File: src/rtl/score_bcd_keeper_if.sv
// Control and display-digit bundle between game logic, the score keeper and the display stage.
interface score_bcd_keeper_if;
    logic       add_en;
    logic [3:0] add_val;
    logic       clear;
    logic       game_over;
    logic       show_best;
    logic [1:0] stcl;
    logic [3:0] score0;
    logic [3:0] score1;
    logic [3:0] score2;
    logic       sat;
    logic       new_best;

    modport master (
        output add_en, add_val, clear, game_over, show_best,
        input  stcl, score0, score1, score2, sat, new_best
    );

    modport slave (
        input  add_en, add_val, clear, game_over, show_best,
        output stcl, score0, score1, score2, sat, new_best
    );
endinterface

File: src/rtl/score_bcd_keeper.sv
// Live/best 3-digit BCD score keeper with saturation, best-score tracking, digit scan select
// and optional leading-zero blanking for the seven-segment display stage.
module score_bcd_keeper #(
    parameter int unsigned REFRESH_BITS = 17,
    parameter bit          BLANK_LZ     = 1'b1
) (
    input logic                clk,
    input logic                rst,
    score_bcd_keeper_if.slave  bus
);

    logic [REFRESH_BITS-1:0] r_div;
    logic [3:0] r_live0, r_live1, r_live2;
    logic [3:0] r_best0, r_best1, r_best2;
    logic       r_sat;
    logic       r_new_best;

    logic [3:0] w_live0, w_live1, w_live2;
    logic [3:0] w_best0, w_best1, w_best2;
    logic       w_sat;
    logic       w_new_best;

    logic [3:0] w_v;
    logic [4:0] w_s0, w_s1, w_s2;
    logic       w_c0, w_c1, w_c2;
    logic [3:0] w_d0, w_d1, w_d2;
    logic       w_live_gt;
    logic [3:0] w_src0, w_src1, w_src2;

    // BCD ripple add; +6 mod 16 on a carried digit is the same as subtracting 10
    always_comb begin
        w_v  = (bus.add_val > 4'd9) ? 4'd9 : bus.add_val;
        w_s0 = {1'b0, r_live0} + {1'b0, w_v};
        w_c0 = (w_s0 > 5'd9);
        w_d0 = w_c0 ? (w_s0[3:0] + 4'd6) : w_s0[3:0];
        w_s1 = {1'b0, r_live1} + {4'b0, w_c0};
        w_c1 = (w_s1 > 5'd9);
        w_d1 = w_c1 ? (w_s1[3:0] + 4'd6) : w_s1[3:0];
        w_s2 = {1'b0, r_live2} + {4'b0, w_c1};
        w_c2 = (w_s2 > 5'd9);
        w_d2 = w_c2 ? (w_s2[3:0] + 4'd6) : w_s2[3:0];
    end

    assign w_live_gt = ({r_live2, r_live1, r_live0} > {r_best2, r_best1, r_best0});

    always_comb begin
        w_live0    = r_live0;
        w_live1    = r_live1;
        w_live2    = r_live2;
        w_best0    = r_best0;
        w_best1    = r_best1;
        w_best2    = r_best2;
        w_sat      = r_sat;
        w_new_best = 1'b0;

        // Best compares against the pre-update live score, whatever else happens this cycle
        if (bus.game_over && w_live_gt) begin
            w_best0    = r_live0;
            w_best1    = r_live1;
            w_best2    = r_live2;
            w_new_best = 1'b1;
        end

        if (bus.clear) begin
            w_live0 = 4'd0;
            w_live1 = 4'd0;
            w_live2 = 4'd0;
            w_sat   = 1'b0;
        end else if (bus.add_en) begin
            if (w_c2) begin
                w_live0 = 4'd9;
                w_live1 = 4'd9;
                w_live2 = 4'd9;
                w_sat   = 1'b1;
            end else begin
                w_live0 = w_d0;
                w_live1 = w_d1;
                w_live2 = w_d2;
            end
        end
    end

    always_ff @(posedge clk or posedge rst) begin
        if (rst) begin
            r_div      <= '0;
            r_live0    <= 4'd0;
            r_live1    <= 4'd0;
            r_live2    <= 4'd0;
            r_best0    <= 4'd0;
            r_best1    <= 4'd0;
            r_best2    <= 4'd0;
            r_sat      <= 1'b0;
            r_new_best <= 1'b0;
        end else begin
            r_div      <= r_div + 1'b1;
            r_live0    <= w_live0;
            r_live1    <= w_live1;
            r_live2    <= w_live2;
            r_best0    <= w_best0;
            r_best1    <= w_best1;
            r_best2    <= w_best2;
            r_sat      <= w_sat;
            r_new_best <= w_new_best;
        end
    end

    always_comb begin
        w_src0 = bus.show_best ? r_best0 : r_live0;
        w_src1 = bus.show_best ? r_best1 : r_live1;
        w_src2 = bus.show_best ? r_best2 : r_live2;
    end

    // 4'hF is the display stage's blank code
    always_comb begin
        bus.score0 = w_src0;
        bus.score1 = (BLANK_LZ && (w_src2 == 4'd0) && (w_src1 == 4'd0)) ? 4'hF : w_src1;
        bus.score2 = (BLANK_LZ && (w_src2 == 4'd0)) ? 4'hF : w_src2;
    end

    assign bus.stcl     = r_div[REFRESH_BITS-1 -: 2];
    assign bus.sat      = r_sat;
    assign bus.new_best = r_new_best;

endmodule
File: src/flat_wrapper.sv
// flat-port wrapper written by rule: the top's interface ports become plain ports
module score_bcd_keeper_flat 
#(
    parameter int unsigned REFRESH_BITS = 17,
    parameter bit          BLANK_LZ     = 1'b1
)
  (clk, rst, bus_add_en, bus_add_val, bus_clear, bus_game_over, bus_show_best, bus_stcl, bus_score0, bus_score1, bus_score2, bus_sat, bus_new_best);
  score_bcd_keeper_if bus_i ();
  input logic clk;
  input logic rst;
  input wire logic [$bits(bus_i.add_en)-1:0] bus_add_en;
  input wire logic [$bits(bus_i.add_val)-1:0] bus_add_val;
  input wire logic [$bits(bus_i.clear)-1:0] bus_clear;
  input wire logic [$bits(bus_i.game_over)-1:0] bus_game_over;
  input wire logic [$bits(bus_i.show_best)-1:0] bus_show_best;
  output wire logic [$bits(bus_i.stcl)-1:0] bus_stcl;
  output wire logic [$bits(bus_i.score0)-1:0] bus_score0;
  output wire logic [$bits(bus_i.score1)-1:0] bus_score1;
  output wire logic [$bits(bus_i.score2)-1:0] bus_score2;
  output wire logic [$bits(bus_i.sat)-1:0] bus_sat;
  output wire logic [$bits(bus_i.new_best)-1:0] bus_new_best;
  assign bus_i.add_en = bus_add_en;
  assign bus_i.add_val = bus_add_val;
  assign bus_i.clear = bus_clear;
  assign bus_i.game_over = bus_game_over;
  assign bus_i.show_best = bus_show_best;
  assign bus_stcl = bus_i.stcl;
  assign bus_score0 = bus_i.score0;
  assign bus_score1 = bus_i.score1;
  assign bus_score2 = bus_i.score2;
  assign bus_sat = bus_i.sat;
  assign bus_new_best = bus_i.new_best;
  score_bcd_keeper #(.REFRESH_BITS(REFRESH_BITS), .BLANK_LZ(BLANK_LZ)) u_core (.clk(clk), .rst(rst), .bus(bus_i));
endmodule
File: config.mk
export PLATFORM = sky130hd
export DESIGN_NAME = score_bcd_keeper_flat
export DESIGN_NICKNAME = d
export VERILOG_FILES = /design/src/rtl/score_bcd_keeper_if.sv /design/src/rtl/score_bcd_keeper.sv /design/src/flat_wrapper.sv
export SDC_FILE = /design/constraint.sdc
export NUM_CORES = 1
export LEC_CHECK = 0
export ABC_AREA = 0
export CORE_MARGIN = 2
export CORE_UTILIZATION = 58
export DETAILED_ROUTE_END_ITERATION = 10
export HOLD_SLACK_MARGIN = 0.12
export PLACE_DENSITY = 0.88
export SYNTH_ARGS = -nofsm -noshare
export SYNTH_HDL_FRONTEND = slang
export SYNTH_SLANG_ARGS = --single-unit
File: constraint.sdc
create_clock -name clk -period 4.8 [get_ports clk]
set_clock_uncertainty 0.2 [all_clocks]
set_input_delay 0.96 -clock clk [delete_from_list [all_inputs] [get_ports clk]]
set_output_delay 0.96 -clock clk [all_outputs]
set_load 0.02 [all_outputs]
==> qor.csv, run 1 <==
stage,metric,value,unit
run_status,status,completed,
finish,area of the multi-input gates,0.001680,mm²
synth,ys flop type,dfrtp_1,
timing,period utilization,96.14,%
global_route,total grt overflow,0,
setup_path,Crit-path slowest cell,fa_2,
clocking,Hold Buf Count CTS,0,
routing,total routed wirelength,6094,µm
synth,Synth warnings,0,
timing,Final min period,4.615,ns
synth,Post-synth EDFFs,0,
placement,Setup WS pre-CTS,-0.5909,ns
clocking,CTS Sinks,43,
timing,Fmax achieved,216.7,MHz
clocking,CTS tree,done,
synth,cell taking the most area after synthesis,dfrtp_1,
routing,number of DRC markers in iteration 0,73,
floorplan,I/O Pins,26,
routing,residual DRC count,0,
global_route,vias in the first global route,2296,
clocking,CTS clock-pin slew for the worst setup and hold paths,0.08,ns
setup_path,critical path buffer and inverter count,3,
finish,final net count,363,
synth,"Seq/Total Area, Yosys",38.69,%
setup_path,"Largest delay share family, worst path",adder cells,
pwr,Power Density,362.0,mW/mm²
pwr,Pleak,1.703,nW
clocking,later-pin clock latency in the skew report,0.31,ns
setup_path,CP Max Fanout,4,
floorplan,Die H,73.25,µm
placement,routability congestion estimate,0.8824,
min_path,Worst Hold Class,register to register,
floorplan,Initial Util,59.68,%
finish,share of cells above drive strength 1,24.55,%
floorplan,Die Wd,73.25,µm
placement,dpl hpwl,4259,µm
finish,post-route cell area,0.003511,mm²
timing,hold_ws,0.2673,ns
finish,Finished Layout Cells,384,
synth,Yosys top cell area share,38.69,%
clocking,TritonCTS buffer count,5,
pwr,peak supply drop,0.0002166,V
timing,setup ws final,0.1852,ns
global_route,first-pass GRT wire length,10100,µm
run,Max Cap Viol,0,
finish,fill count,296,
synth,Yosys reg bits,43,
timing,Final Max Tran Viols,0,
floorplan,num rows,25,
setup_path,Required @ worst endpoint,4.84,ns
synth,count of different cell masters after synthesis,52,
routing,routed via count,2178,
clocking,root buffer cell,clkbuf_8,
synth,Post-Syn Area,0.002781,mm²
global_route,gr usage total,24.80,%
placement,Placement Cell Area,0.003241,mm²
synth,top post-synthesis cells by count,"dfrtp_1 (43), inv_1 (27), ha_1 (23), nand2_1 (21), nor2_1 (15)",
routing,DR pass1 iterations,4,
synth,async set or reset register ratio after synthesis,100.0,%
finish,"Area growth, synth to finish",26.23,%
synth,Mapped Cells,277,
setup_path,CP arrival,4.66,ns
setup_path,crit-path max cell delay,0.43,ns
synth,Mean Syn Cell Area,10.04,µm²
pwr,Pwr Total,1.271,mW
setup_path,CP endpoint kind,register,
finish,Reg area,0.001076,mm²
timing,count of endpoints failing setup in the final report,0,
floorplan,Core Region,0.004661,mm²
routing,post-DR wirelength/cell,15.87,µm
setup_path,CP cell instances,clkdlybuf4s15_1 -> o21ai_2 -> nand2b_4 -> ha_4 -> inv_2 -> fa_2 -> xor2_2 -> and2_4 -> o21ai_2 -> ha_2 -> ha_4 -> and4b_1 -> mux2i_1 -> o21a_1 -> ha_2 -> ha_4 -> nand2b_4 -> a31o_4 -> a311oi_4 -> buf_4 -> a21oi_2 -> nor2_1,
setup_path,Setup Crit Path Kind,input port to register,
routing,vias per cell,5.672,
clocking,htree depth,2,
setup_path,CP most frequent cell,ha_4,
synth,synthesized net count,311,
setup_path,startpoint type of the worst setup path,input port,
placement,placed insts,365,
global_route,pin count of the biggest net entering global routing,23,
timing,Final Hold Viols,0,
floorplan,die area,0.005366,mm²
timing,actual slew at the worst max-slew pin,1.116,ns
synth,main area contributors after synthesis,"dfrtp_1 (39%), ha_1 (10%), xnor2_1 (4.4%), mux2_4 (4.3%), mux2i_1 (4.0%)",
timing,Rel. slew slack,25.31,%
finish,n_diodes,0,
routing,final antenna-violating net count,0,
global_route,initial antenna violation count,0,
placement,Buffers on Ports,25,
synth,most common cell in the synthesized netlist,dfrtp_1,
clocking,Clock Path Buffers,2,
==> cell families after synthesis <==
family / count (synthesis) / share of synthesized area [%]
multiplexers: 25 / 10.71
XOR/XNOR: 20 / 6.298
AO/OA/AOI/OAI: 51 / 13.41
AND/OR/NAND/NOR: 77 / 14.26
flip-flops: 43 / 38.69
buffers and inverters: 37 / 5.578
adder cells (fa/ha/maj): 24 / 11.07
==> worst register-to-register path: stages (launching register included) <==
cell	delay, ns
dfrtp_1	0.45
ha_4	0.17
inv_2	0.04
fa_2	0.43
xor2_2	0.20
and2_4	0.15
o21ai_2	0.11
ha_2	0.22
ha_4	0.14
and4b_1	0.18
mux2i_1	0.14
o21a_1	0.17
ha_2	0.21
ha_4	0.21
nand2b_4	0.14
a31o_4	0.23
a311oi_4	0.30
buf_4	0.19
a21oi_2	0.05
nor2_1	0.12
==> cell usage in the layout, fill, tap and decap left out, types with 3 or more instances in the layout <==
cell type        instances
dfrtp_1                 43
xnor2_1                 13
a21oi_2                  5
nand2b_1                 5
ha_4                     3
xor2_1                   5
mux2_2                   6
o21ai_2                  3
mux2i_1                 11
buf_4                   30
nand3_1                  7
nand4_1                  5
clkbuf_8                 6
a21o_1                   3
o21ai_0                  7
ha_1                    18
clkdlybuf4s50_1         21
nor2_1                  15
inv_1                   26
a211oi_1                 4
nand2_1                 21
and3_1                   4
nor4_1                   3
mux2_4                   8
a21oi_1                  7
==> layer usage <==
metal / GRT usage, % / routed length [µm] / part of all wire [%]
met1: 29.13 / 2574 / 42
met4: 7.202 / 104 / 1.7
met5: 0 / 0 / 0
met2: 45.15 / 3245 / 53
met3: 5.350 / 169 / 2.8
==> final timing paths <==
path / slack (ns) / startpoint / end / cells after the start
setup / recovery: 0.19 / bus_add_val[2] / u_core.r_live2[2] / 22
hold / removal: 0.27 / u_core.r_div[10] / u_core.r_div[10] / 1
setup reg to reg: 0.67 / u_core.r_live0[0] / u_core.r_live2[2] / 19
hold reg to reg: 0.27 / u_core.r_div[10] / u_core.r_div[10] / 1
max in group asynchronous: 2.67 / rst / u_core.r_div[2] / 3
min in group asynchronous: 0.93 / rst / u_core.bus.new_best / 2
==> registers in the layout (all words and copies together) (netlist names), 4 cells and up <==
register and cells:
u_core.r_best1 4, u_core.r_live2 4, u_core.r_live1 4, u_core.r_live0 4
u_core.r_best0 4, u_core.r_best2 4, u_core.r_div 17
==> area by class of cell <==
type	instances	share of cell area, %
Inverter	27	2.887
Tap cell	54	1.924
Timing Repair Buffer	55	13.33
Multi-Input combinational cell	197	47.86
Clock buffer	6	2.352
Clock inverter	2	0.9979
Sequential cell	43	30.65
==> report_power, final <==
part | switching (mW) | internal [mW] | total, mW
sequential | 0.0398 | 0.398 | 0.437
combinational | 0.265 | 0.274 | 0.539
clock | 0.127 | 0.168 | 0.295
==> metrics by stage <==
step | utilization (%) | TNS, ns
after detailed placement | 69.53 | -5.741
final | 75.33 | 0
after floorplan | - | 0
after CTS | 73.37 | 0
after global routing | 75.33 | -0.02983
after global placement | 69.53 | -3.240
==> timing repair <==
item	CTS	global route
pin swaps	9	11
resized for setup	6	19
endpoints found under the setup margin	12	12
buffers inserted	8	3
Power figures use the tool's default switching activity.
==> run 2, diff against run 1 <==
--- a/config.mk
+++ b/config.mk
@@ -8,6 +8,8 @@
 export ABC_AREA = 0
 export CORE_MARGIN = 2
 export CORE_UTILIZATION = 58
+export CTS_BUF_LIST = sky130_fd_sc_hd__clkbuf_16
+export CTS_CLUSTER_SIZE = 30
 export DETAILED_ROUTE_END_ITERATION = 10
 export HOLD_SLACK_MARGIN = 0.12
 export PLACE_DENSITY = 0.88
==> run 2 against run 1 <==
Compared with the run above:
- setup slack better by 0.041 ns
- non-clock buffer count unchanged
- clock-buffer cell count decreased by 1
- critical endpoint unchanged
- largest cell class unchanged
- largest power group unchanged
==> qor.csv, run 2 (synthesized netlist as in run 1, its figures left out) <==
stage,metric,value,unit
run_status,status,completed,
setup_path,Setup Crit Path Kind,input port to register,
finish,n_diodes,0,
floorplan,Die Wd,73.25,µm
run,Max Cap Viol,0,
clocking,Hold Buf Count CTS,0,
routing,number of DRC markers in iteration 0,130,
finish,Finished Layout Cells,384,
timing,Final min period,4.573,ns
timing,Rel. slew slack,23.37,%
global_route,gr usage total,25.84,%
timing,Final Hold Viols,0,
global_route,total grt overflow,0,
routing,total routed wirelength,6476,µm
placement,Setup WS pre-CTS,-0.5909,ns
routing,final antenna-violating net count,0,
finish,final net count,363,
placement,placed insts,365,
clocking,CTS tree,done,
setup_path,CP Max Fanout,4,
pwr,Pleak,1.718,nW
pwr,Power Density,385.0,mW/mm²
finish,final design utilization,75.70,%
finish,share of cells above drive strength 1,23.64,%
placement,dpl hpwl,4259,µm
setup_path,Crit-path slowest cell,fa_2,
floorplan,die area,0.005366,mm²
clocking,htree depth,2,
timing,actual slew at the worst max-slew pin,1.146,ns
routing,residual DRC count,0,
min_path,Hold Crit Start,u_core.r_div[10],
routing,vias per cell,5.917,
finish,max reg flops,17,
finish,largest register by flop count,u_core.r_div,
placement,routability congestion estimate,0.8824,
setup_path,reg-to-reg startpoint,u_core.r_live0[0],
global_route,pin count of the biggest net entering global routing,23,
min_path,hold path endpoint,u_core.r_div[10],
setup_path,Required @ worst endpoint,4.81,ns
global_route,initial antenna violation count,0,
clocking,TritonCTS buffer count,5,
global_route,first-pass GRT wire length,10620,µm
timing,Final Max Tran Viols,0,
placement,Placement Cell Area,0.003241,mm²
floorplan,Core Region,0.004661,mm²
setup_path,CP endpoint kind,register,
setup_path,r2r endpoint,u_core.r_live2[2],
timing,setup TNS,0,ns
finish,"Area growth, synth to finish",26.86,%
floorplan,Initial Util,59.68,%
finish,post-route cell area,0.003528,mm²
floorplan,num rows,25,
setup_path,startpoint type of the worst setup path,input port,
finish,"most common cell after layout, fill and taps aside",dfrtp_1,
floorplan,Die H,73.25,µm
setup_path,r2r setup slk,0.68,ns
setup_path,CP cell instances,clkbuf_2 -> o21ai_2 -> nand2b_4 -> ha_4 -> inv_2 -> fa_2 -> xor2_2 -> and2_4 -> o21ai_2 -> ha_2 -> ha_4 -> and4b_1 -> mux2i_1 -> o21a_1 -> ha_2 -> ha_4 -> nand2b_1 -> a31o_2 -> a311oi_4 -> buf_4 -> a21oi_1 -> nor2_1,
global_route,vias in the first global route,2379,
setup_path,crit-path max cell delay,0.44,ns
timing,setup ws final,0.2266,ns
timing,count of endpoints failing setup in the final report,0,
routing,routed via count,2272,
pwr,peak supply drop,0.0002253,V
setup_path,CP most frequent cell,ha_4,
clocking,Clock Path Buffers,2,
timing,period utilization,95.28,%
clocking,root buffer cell,clkbuf_16,
placement,Buffers on Ports,25,
clocking,later-pin clock latency in the skew report,0.28,ns
clocking,CTS Sinks,43,
setup_path,CP arrival,4.58,ns
finish,most frequent cells in the layout,"dfrtp_1 (43), buf_4 (30), inv_1 (26), nand2_1 (21), clkdlybuf4s50_1 (21)",
min_path,Hold Crit Depth,1,
min_path,Worst Hold Class,register to register,
routing,post-DR wirelength/cell,16.86,µm
routing,DR pass1 iterations,5,
floorplan,I/O Pins,26,
timing,Fmax achieved,218.7,MHz
clocking,CTS clock-pin slew for the worst setup and hold paths,0.06,ns
setup_path,path depth of the worst reg2reg path,19,
## run 2: cell count changes in the layout (fill, tap and decap cells not counted), moves of 2 or more
cell / change
a21oi_1: +2
a21oi_2: -2
clkbuf_16: +5
clkbuf_8: -6
## run 2: worst max-delay path by stage
stage / startpoint / to / slack (ns) / cells past startpoint
floorplan: bus_add_val[2] / u_core.r_live1[2] / 0.004 / 22
global placement: bus_add_val[3] / u_core.r_live0[2] / -0.33 / 22
detailed placement: bus_add_val[3] / u_core.r_live0[2] / -0.59 / 22
CTS: bus_add_val[0] / u_core.r_live2[2] / 0.01 / 21
global route: bus_add_val[3] / u_core.r_live2[2] / -0.007 / 22
finish: bus_add_val[3] / u_core.r_live2[2] / 0.23 / 22
## run 2: per-layer routing
| metal | wire [µm] | global-route usage (%) | part of all wire (%) |
|---|---|---|---|
| met1 | 2592 | 29.90 | 40 |
| met2 | 3415 | 47.45 | 53 |
| met3 | 223 | 3.978 | 3.4 |
| met4 | 244 | 10.08 | 3.8 |
| met5 | 0 | 0 | 0 |
## run 2: area by class of cell
type	instances	area, µm²
multi-input cells	197	1657
fillers	296	1132
flip-flops and latches	43	1076
repair buffers	55	462.9
clock buffers	5	125.1
inverters	27	101.3
well taps	54	67.56
clock inverters	3	38.79
## run 2: worst max-delay path: cells and delay by family
family | cells | cell delay [ns]
adders and majority gates | 6 | 1.34
AOI/OAI and AO/OA | 6 | 0.96
and+or+nand+nor | 5 | 0.65
buffers and inverters | 3 | 0.33
xor gates and xnor gates | 1 | 0.21
muxes | 1 | 0.14
## run 2: where the power goes
group / internal (mW) / switching, mW / total, mW
Clock: 0.242 / 0.129 / 0.371
Sequential: 0.398 / 0.0423 / 0.441
Combinational: 0.274 / 0.273 / 0.547
Total: 0.914 / 0.444 / 1.36
## run 2: what timing repair did
action	in CTS	in global routing
endpoints found under the setup margin	12	12
resized for setup	8	14
buffers inserted	8	3
pin swaps	9	11
## run 2: stage by stage
stage / power (mW) / hold slack (ns)
2_1_floorplan: 0.7812 / 0.2380
5_1_grt: 1.423 / 0.2762
6_report: 1.358 / 0.2653
3_5_place_dp: 0.9449 / 0.2595
3_3_place_gp: 0.9273 / 0.2521
4_1_cts: 1.339 / 0.2690
==> run 3, diff against run 2 <==
--- a/config.mk
+++ b/config.mk
@@ -7,12 +7,12 @@
 export LEC_CHECK = 0
 export ABC_AREA = 0
 export CORE_MARGIN = 2
-export CORE_UTILIZATION = 58
+export CORE_UTILIZATION = 50
 export CTS_BUF_LIST = sky130_fd_sc_hd__clkbuf_16
 export CTS_CLUSTER_SIZE = 30
 export DETAILED_ROUTE_END_ITERATION = 10
 export HOLD_SLACK_MARGIN = 0.12
-export PLACE_DENSITY = 0.88
+export PLACE_DENSITY = 0.78
 export SYNTH_ARGS = -nofsm -noshare
 export SYNTH_HDL_FRONTEND = slang
 export SYNTH_SLANG_ARGS = --single-unit
==> run 3 against run 2 <==
Compared with the run above:
- die area increased by 15%
- sequential power down 1%
- register-to-register slack about the same
- largest power group unchanged
==> qor.csv, run 3 (synthesized netlist as in run 1, its figures left out) <==
stage,metric,value,unit
clocking,TritonCTS buffer count,5,
min_path,Worst Hold Class,register to register,
timing,Fmax achieved,218.5,MHz
pwr,Power Density,362.1,mW/mm²
placement,Buffers on Ports,25,
global_route,total grt overflow,0,
timing,Final Hold Viols,0,
timing,Final min period,4.577,ns
timing,Final Max Tran Viols,0,
clocking,CTS clock-pin slew for the worst setup and hold paths,0.06,ns
setup_path,reg-to-reg startpoint,u_core.r_live0[0],
run_status,status,completed,
routing,final antenna-violating net count,0,
min_path,Hold Crit Start,u_core.r_div[16],
timing,hold_ws,0.2657,ns
floorplan,Initial Util,51.14,%
timing,Rel. slew slack,22.91,%
placement,placed insts,387,
finish,largest register by flop count,u_core.r_div,
floorplan,Die Wd,78.59,µm
finish,"most common cell after layout, fill and taps aside",dfrtp_1,
pwr,Pleak,1.717,nW
setup_path,Required @ worst endpoint,4.82,ns
finish,most frequent cells in the layout,"dfrtp_1 (43), buf_4 (34), inv_1 (25), nand2_1 (21), clkdlybuf4s50_1 (21)",
global_route,gr usage total,21.29,%
floorplan,num rows,27,
setup_path,CP endpoint kind,register,
finish,share of cells above drive strength 1,24.55,%
clocking,root buffer cell,clkbuf_16,
pwr,peak supply drop,0.0002093,V
routing,number of DRC markers in iteration 0,94,
floorplan,die area,0.006176,mm²
setup_path,CP arrival,4.59,ns
timing,actual slew at the worst max-slew pin,1.152,ns
clocking,htree depth,2,
placement,dpl hpwl,4238,µm
routing,post-DR wirelength/cell,15.00,µm
setup_path,Setup Crit Path Kind,input port to register,
finish,final net count,367,
floorplan,Core Region,0.005439,mm²
placement,routability congestion estimate,0.9015,
clocking,Clock Path Buffers,2,
routing,vias per cell,5.443,
finish,"Area growth, synth to finish",28.52,%
setup_path,critical path launch point,bus_add_val[1],
clocking,Hold Buf Count CTS,0,
global_route,vias in the first global route,2303,
timing,period utilization,95.35,%
setup_path,startpoint type of the worst setup path,input port,
global_route,initial antenna violation count,0,
floorplan,I/O Pins,26,
run,Max Cap Viol,0,
finish,max reg flops,17,
routing,routed via count,2210,
finish,final design utilization,65.72,%
routing,residual DRC count,0,
finish,Finished Layout Cells,406,
floorplan,Die H,78.59,µm
clocking,CTS Sinks,43,
setup_path,CP Max Fanout,5,
routing,total routed wirelength,6088,µm
clocking,CTS tree,done,
global_route,pin count of the biggest net entering global routing,44,
routing,DR pass1 iterations,4,
finish,n_diodes,0,
global_route,first-pass GRT wire length,10340,µm
timing,count of endpoints failing setup in the final report,0,
clocking,later-pin clock latency in the skew report,0.29,ns
==> run 3: worst paths after layout <==
check | to | slack [ns] | depth (start not counted)
hold reg to reg | u_core.r_div[16] | 0.27 | 1
setup reg to reg | u_core.r_live2[2] | 0.68 | 19
hold / removal | u_core.r_div[16] | 0.27 | 1
min in group asynchronous | u_core.r_best1[2] | 0.91 | 3
max in group asynchronous | u_core.r_best2[2] | 3.11 | 3
setup / recovery | u_core.r_live2[2] | 0.22 | 21
==> run 3: stage by stage <==
stage / total power [mW] / area [µm²] / worst slack (ns) / setup TNS [ns]
2_1_floorplan: 0.7812 / 2840 / 0.003783 / 0
3_3_place_gp: 0.9244 / 3293 / -0.3649 / -3.428
3_5_place_dp: 0.9417 / 3293 / -0.5070 / -5.222
4_1_cts: 1.288 / 3530 / 0.01635 / 0
5_1_grt: 1.373 / 3575 / -0.002198 / -0.002198
6_report: 1.294 / 3575 / 0.2230 / 0
==> run 3: area by class of cell <==
class,instances,area (µm²)
timing repair buffer,59,493.0
multi-input combinational,197,1669
sequential,43,1076
clock inverter,3,20.02
inverter,27,101.3
clock buffer,5,125.1
fill,424,1864
tap,72,90.09
==> run 3: power breakdown <==
| group | internal (mW) | switching, mW |
|---|---|---|
| Clock | 0.192 | 0.142 |
| Sequential | 0.398 | 0.0381 |
| Combinational | 0.270 | 0.255 |
==> run 3: worst max-delay path, cell delays in order <==
cell and delay (ns):
clkbuf_2 0.11, o21ai_4 0.17, nand2b_4 0.07, ha_4 0.16
inv_2 0.06, fa_2 0.45, and2_4 0.19, o21ai_2 0.12
ha_2 0.21, ha_4 0.14, and4b_1 0.19, mux2i_1 0.13
o21a_1 0.16, ha_2 0.21, ha_4 0.21, nand2b_4 0.14
a31o_4 0.23, a311oi_4 0.33, buf_4 0.19, a21oi_1 0.06
nor2_1 0.10
==> run 3: layer usage <==
layer  GRT usage, %  part of all wire [%]
met5              0                     0
met4          9.649                   2.8
met3          4.483                   2.5
met2          36.58                    51
met1          25.48                    44
==> run 3: timing repair <==
action,CTS,global route
gates cloned,0,0
endpoints found under the hold margin,0,0
resized for setup,9,15
setup endpoints to repair,12,12
pin swaps,7,8
buffers inserted,9,2
